==> src/rtl/apb_pkg.sv <==
// apb_pkg: shared FSM state type and bus widths for the APB master bridge.
package apb_pkg;
    typedef enum logic [1:0] {IDLE, SETUP, ACCESS, DONE} apb_state_t;
    localparam int APB_DW = 32;
    localparam int APB_AW = 32;
endpackage

==> src/rtl/apb_addr_decoder.sv <==
// apb_addr_decoder: maps a byte address onto one of NUM_SLAVES equal-sized slots.
module apb_addr_decoder
    import apb_pkg::*;
#(
    parameter int              NUM_SLAVES = 4,
    parameter logic [APB_AW-1:0] BASE_ADDR = 32'h1000_0000,
    parameter int              SLOT_BITS  = 12,
    localparam int             IW         = NUM_SLAVES > 1 ? $clog2(NUM_SLAVES) : 1
) (
    input  logic [APB_AW-1:0] addr,
    output logic              hit,
    output logic [IW-1:0]     sel_idx
);
    logic [APB_AW-1:0] slot;
    // Addresses below the base wrap to a huge slot number and miss naturally.
    assign slot    = (addr >> SLOT_BITS) - (BASE_ADDR >> SLOT_BITS);
    assign hit     = slot < APB_AW'(NUM_SLAVES);
    assign sel_idx = slot[IW-1:0];
endmodule

==> src/rtl/apb_master_bridge.sv <==
// apb_master_bridge: CPU req/ready bus to APB3 master with address decode and wait-state timeout.
module apb_master_bridge
    import apb_pkg::*;
#(
    parameter int                NUM_SLAVES = 4,
    parameter logic [APB_AW-1:0] BASE_ADDR  = 32'h1000_0000,
    parameter int                SLOT_BITS  = 12,
    parameter int                TIMEOUT    = 16,
    localparam int               IW         = NUM_SLAVES > 1 ? $clog2(NUM_SLAVES) : 1,
    localparam int               CW         = $clog2(TIMEOUT + 1)
) (
    input  logic                         PCLK,
    input  logic                         PRESET,
    input  logic                         req,
    input  logic                         we,
    input  logic [APB_AW-1:0]            addr,
    input  logic [APB_DW-1:0]            wdata,
    output logic [APB_DW-1:0]            rdata,
    output logic                         ready,
    output logic                         err,
    output logic [APB_AW-1:0]            PADDR,
    output logic [APB_DW-1:0]            PWDATA,
    output logic                         PWRITE,
    output logic                         PENABLE,
    output logic [NUM_SLAVES-1:0]        PSEL,
    input  logic [NUM_SLAVES*APB_DW-1:0] PRDATA,
    input  logic [NUM_SLAVES-1:0]        PREADY
);
    apb_state_t        state_q, state_d;
    logic [IW-1:0]     sel_q, sel_d, dec_idx;
    logic [CW-1:0]     cnt_q, cnt_d;
    logic [APB_AW-1:0] paddr_q, paddr_d;
    logic [APB_DW-1:0] pwdata_q, pwdata_d, rdata_q, rdata_d;
    logic              pwrite_q, pwrite_d, err_q, err_d, dec_hit;
    logic [APB_DW-1:0] prd [NUM_SLAVES];

    apb_addr_decoder #(
        .NUM_SLAVES(NUM_SLAVES),
        .BASE_ADDR (BASE_ADDR),
        .SLOT_BITS (SLOT_BITS)
    ) u_dec (
        .addr   (addr),
        .hit    (dec_hit),
        .sel_idx(dec_idx)
    );

    genvar g;
    for (g = 0; g < NUM_SLAVES; g++) begin : g_prd
        assign prd[g] = PRDATA[g*APB_DW +: APB_DW];
    end

    always_comb begin
        state_d  = state_q;
        sel_d    = sel_q;
        cnt_d    = cnt_q;
        paddr_d  = paddr_q;
        pwdata_d = pwdata_q;
        pwrite_d = pwrite_q;
        rdata_d  = rdata_q;
        err_d    = err_q;
        case (state_q)
            IDLE: begin
                err_d = 1'b0;
                if (req) begin
                    paddr_d  = addr;
                    pwdata_d = wdata;
                    pwrite_d = we;
                    sel_d    = dec_idx;
                    err_d    = ~dec_hit;
                    rdata_d  = dec_hit ? rdata_q : '0;
                    state_d  = dec_hit ? SETUP : DONE;
                end
            end
            SETUP: begin
                cnt_d   = '0;
                state_d = ACCESS;
            end
            ACCESS: begin
                if (PREADY[sel_q]) begin
                    rdata_d = pwrite_q ? '0 : prd[sel_q];
                    err_d   = 1'b0;
                    state_d = DONE;
                end else if (cnt_q == CW'(TIMEOUT - 1)) begin
                    rdata_d = '0;
                    err_d   = 1'b1;
                    state_d = DONE;
                end else begin
                    cnt_d = cnt_q + CW'(1);
                end
            end
            DONE: begin
                err_d   = 1'b0;
                state_d = IDLE;
            end
            default: state_d = IDLE;
        endcase
    end

    always_ff @(posedge PCLK) begin
        if (PRESET) begin
            state_q  <= IDLE;
            sel_q    <= '0;
            cnt_q    <= '0;
            paddr_q  <= '0;
            pwdata_q <= '0;
            pwrite_q <= 1'b0;
            rdata_q  <= '0;
            err_q    <= 1'b0;
        end else begin
            state_q  <= state_d;
            sel_q    <= sel_d;
            cnt_q    <= cnt_d;
            paddr_q  <= paddr_d;
            pwdata_q <= pwdata_d;
            pwrite_q <= pwrite_d;
            rdata_q  <= rdata_d;
            err_q    <= err_d;
        end
    end

    assign PSEL    = (state_q == SETUP || state_q == ACCESS) ? NUM_SLAVES'(1) << sel_q : '0;
    assign PENABLE = state_q == ACCESS;
    assign ready   = state_q == DONE;
    assign err     = err_q;
    assign rdata   = rdata_q;
    assign PADDR   = paddr_q;
    assign PWDATA  = pwdata_q;
    assign PWRITE  = pwrite_q;
endmodule
==> config.mk <==
export PLATFORM = sky130hd
export DESIGN_NAME = apb_master_bridge
export DESIGN_NICKNAME = d
export VERILOG_FILES = /design/src/rtl/apb_pkg.sv /design/src/rtl/apb_addr_decoder.sv /design/src/rtl/apb_master_bridge.sv
export SDC_FILE = /design/constraint.sdc
export NUM_CORES = 1
export LEC_CHECK = 0
export BUFFER_PORTS_ARGS = -buffer_cell sky130_fd_sc_hd__buf_2
export CORE_AREA = 3 3 123 125
export CTS_BUF_LIST = sky130_fd_sc_hd__clkbuf_8
export DETAILED_ROUTE_END_ITERATION = 7
export DIE_AREA = 0 0 126 128
export PLACE_DENSITY = 0.67
export SETUP_SLACK_MARGIN = 0.3
export SYNTH_ARGS = -nofsm -noshare
export SYNTH_HDL_FRONTEND = slang
export SYNTH_SLANG_ARGS = --single-unit
==> constraint.sdc <==
create_clock -name PCLK -period 3 [get_ports PCLK]
set_input_delay 0.45 -clock PCLK [delete_from_list [all_inputs] [get_ports PCLK]]
set_output_delay 0.45 -clock PCLK [all_outputs]
set_load 0.02 [all_outputs]
==> run summary <==
OUTCOME
------------------------------------------------------------------------------------------------------
Run status                                                                                finished clean

FINAL LAYOUT
------------------------------------------------------------------------------------------------------
Proportion of layout cells with a drive suffix above 1                                          44.61%
Synthesis-to-layout area growth                                                                 38.14%
Post-Layout Inst Area                                                                     0.006793 mm^2
Post-layout net count                                                                            1,027
Final-layout fill cell count                                                                     1,406

ROUTE
------------------------------------------------------------------------------------------------------
Total via count after detailed routing                                                           4,839
First-pass iteration count of the detailed router                                                    4
Count of routing violations after the opening detailed-route iteration                             322
Via density per instance                                                                         4.810
WL/cell                                                                                       15.53 um
DR DRC count                                                                                         0
Final Routed Wirelength                                                                      15,620 um
Count of antenna-violating nets left after detailed routing                                          0

FLOORPLANNING
------------------------------------------------------------------------------------------------------
FP Rows                                                                                             43
Die width                                                                                       126 um
DIE AREA                                                                                  0.01613 mm^2
Placeable Area                                                                            0.01399 mm^2
Initial core utilization                                                                        35.15%
Vertical die dimension                                                                          128 um
Ports placed on the boundary                                                                       304

SETUP PATH
------------------------------------------------------------------------------------------------------
Critical path start-end classification                                                    flip-flop to output port
Worst Reg-to-Reg Cells                                                                               8
Endpoint of the worst register-to-register path                                           rdata[21]$_SDFFE_PP0P_
Slack of the worst reg-to-reg path                                                             0.80 ns
Data arrival time of the critical path                                                         1.79 ns
Setup crit start kind                                                                        flip-flop
Critical-path maximum fanout                                                                        10
Data required time at the worst endpoint                                                       2.55 ns
Launch point of the worst reg-to-reg path                                                 cnt_q[0]$_SDFFE_PP0P_
Kind of capture point of the worst setup path                                              output port

HOLD PATH
------------------------------------------------------------------------------------------------------
Hold Crit Start                                                                               wdata[7]
Hold-critical path endpoint                                                               PWDATA[7]$_SDFFE_PP0P_
Hold Crit Depth                                                                                      3
Type of the tightest min-delay check                                                      primary input to flip-flop

PLACE
------------------------------------------------------------------------------------------------------
Post-DP HPWL                                                                                 12,070 um
Count of buffers from port buffering                                                               303
Worst setup slack after placement                                                            0.7161 ns
Final estimated routing congestion in global placement                                          0.8180
Post-DP Area                                                                              0.006589 mm^2

TIMING
------------------------------------------------------------------------------------------------------
Crit share post-route                                                                           74.62%
Hold violation total from the final report                                                           0
Transition time at the pin with the least slew margin                                        0.6692 ns
Setup TNS                                                                                         0 ns
Achievable clock frequency                                                                   446.7 MHz
Final hold slack                                                                             0.2992 ns
Layout Skew                                                                                 0.01084 ns
Worst rel slew slack                                                                            55.39%
Number of slew-limit violations in the final report                                                  0
# setup viols final                                                                                  0
Minimum clock period after layout                                                             2.239 ns
Worst setup margin                                                                           0.7614 ns
Unrepaired setup endpoints after global routing                                                  false

YOSYS
------------------------------------------------------------------------------------------------------
Number of register bits inferred by synthesis                                                      105
Asr flop ratio synth                                                                                0%
Post-synthesis cell area                                                                  0.004917 mm^2
Most frequent cell after synthesis                                                             nand2_1
Number of nets in the synthesized netlist                                                          746
Most used flip-flop cell after synthesis                                                       dfxtp_1
Largest area contributor in the synthesized netlist                                            dfxtp_1
Count of synthesis-stage warnings from yosys                                                         0
Top cell type's share of synthesized area                                                       42.75%
Most frequent cells after synthesis                                                       nand2_1 (168), dfxtp_1 (105), a21oi_1 (66), nand2b_1 (38), mux4_2 (33)
Average footprint of a synthesized cell                                                     9.123 um^2
Synth cell types                                                                                    36
Main area contributors after synthesis                                                    dfxtp_1 (43%), mux4_2 (15%), nand2_1 (13%), a21oi_1 (6.7%), mux2i_1 (6.5%)
Number of instances in the synthesized netlist                                                     539
Share of synthesized area occupied by flip-flops and latches                                    42.75%
Number of flops mapped to enable cells by yosys                                                      0

POWER
------------------------------------------------------------------------------------------------------
Leakage power of the design                                                                0.003215 uW
Worst supply voltage drop on vdd                                                             0.3939 mV
Areal power density over the cells                                                        654.8 mW/mm^2

CTS
------------------------------------------------------------------------------------------------------
# resized after CTS                                                                                  0
Number of H-tree branching levels                                                                    3
Clock buffer count from CTS                                                                          9
Clock transition at the register clock pins on the worst setup and hold paths after CTS        0.11 ns
Post CTS Setup Buffer Count                                                                          0
Deepest clock path buffer count                                                                      2
Clock latency of the later-clocked register in the worst-skew pair                             0.38 ns
Clock tree from TritonCTS                                                                          yes
Num Clock Sinks                                                                                    105
Hold-fix buffers, CTS                                                                                0
Cell at the root of the clock tree                                                            clkbuf_8

GLOBAL ROUTING
------------------------------------------------------------------------------------------------------
First-pass GRT wire length                                                                   23,740 um
Total Routing Usage GR                                                                          18.48%
Number of global-route vias before repair                                                        4,492
Total gr overflow                                                                                    0
Number of antenna violations at the first check in global routing                                    1
Maximum number of pins on one net before global-route repair                                        66

RUN
------------------------------------------------------------------------------------------------------
Maximum Capacitance Violations                                                                       0

-- where the power goes --
part	switching [uW]	internal [uW]	total (uW)
clock	506	393	900
sequential	97.4	1590	1690
combinational	1120	744	1860
-- worst max path at each step --
stage	startpoint	end	slack [ns]	cells past startpoint
after floorplan	sel_q[0]$_SDFFE_PP0P_	PSEL[1]	0.99	4
after global placement	addr[31]	rdata[30]$_SDFFE_PP0P_	0.77	6
after detailed placement	addr[31]	rdata[21]$_SDFFE_PP0P_	0.72	6
after CTS	state_q[1]$_SDFFE_PP0P_	PSEL[0]	0.71	4
after global routing	state_q[0]$_SDFFE_PP0P_	PSEL[0]	0.60	4
final	state_q[1]$_SDFFE_PP0P_	PSEL[0]	0.76	4
-- area by class of cell --
cell class                 instances  area [um^2]  share of cell area [%]
clock buffer                       9        123.9                   1.824
sequential                       105         2105                   30.98
inverter                           8        30.03                  0.4421
multi-input combinational        385         2640                   38.87
tap                              180        225.2                   3.316
timing repair buffer             311         1589                   23.39
clock inverter                     7        77.57                   1.142
antenna                            1        2.502                 0.03684
-- per-stage QoR --
stage / std cells / total power (uW) / util, %
3_5_place_dp: 989 / 3599 / 47.10
5_1_grt: 1006 / 4751 / 48.56
3_3_place_gp: 989 / 3588 / 47.10
2_1_floorplan: 539 / 3000 / -
6_report: 1006 / 4448 / 48.56
4_1_cts: 1005 / 4515 / 48.54
-- flip-flops by register name, summed over array words and instances, names as in the netlist --
| name | cells |
|---|---|
| PADDR | 31 |
| cnt_q | 5 |
| PWDATA | 32 |
| PWRITE | 1 |
| err | 1 |
| state_q | 2 |
| sel_q | 1 |
| rdata | 32 |
-- critical path: stages (launching register included) --
cell	delay (ns)
dfxtp_1	0.41
inv_1	0.10
ha_1	0.48
nor3b_1	0.22
buf_2	0.20
-- cells by family (layout without fill, tap and decap cells) --
kind of cell,after synthesis,after routing,share of synthesized area [%]
and+or+nand+nor,231,231,20.56
DFF,105,105,42.75
AOI/OAI and AO/OA,81,81,9.135
muxes,66,66,21.86
buffers and inverters,49,335,3.918
adders and majority gates,7,7,1.781
other,0,1,0
-- layer usage --
layer / global-route usage [%] / vias to the layer above / wire [um]
li1: - / 2391 / -
met1: 24.41 / 2243 / 6575
met2: 29.55 / 190 / 7623
met3: 5.708 / 15 / 1195
met4: 4.984 / 0 / 227
met5: 0 / - / 0
-- cells in the final DEF (no fill, tap or decap), types with 7 or more instances in the layout --
cell type	count
dfxtp_1	103
ha_1	7
nor2_1	8
inv_1	8
mux2i_1	32
nand2_1	167
buf_2	303
buf_4	7
mux4_2	33
a21oi_1	66
nand2b_1	38
clkbuf_8	9
No activity file was read; power rests on OpenSTA's default activity.
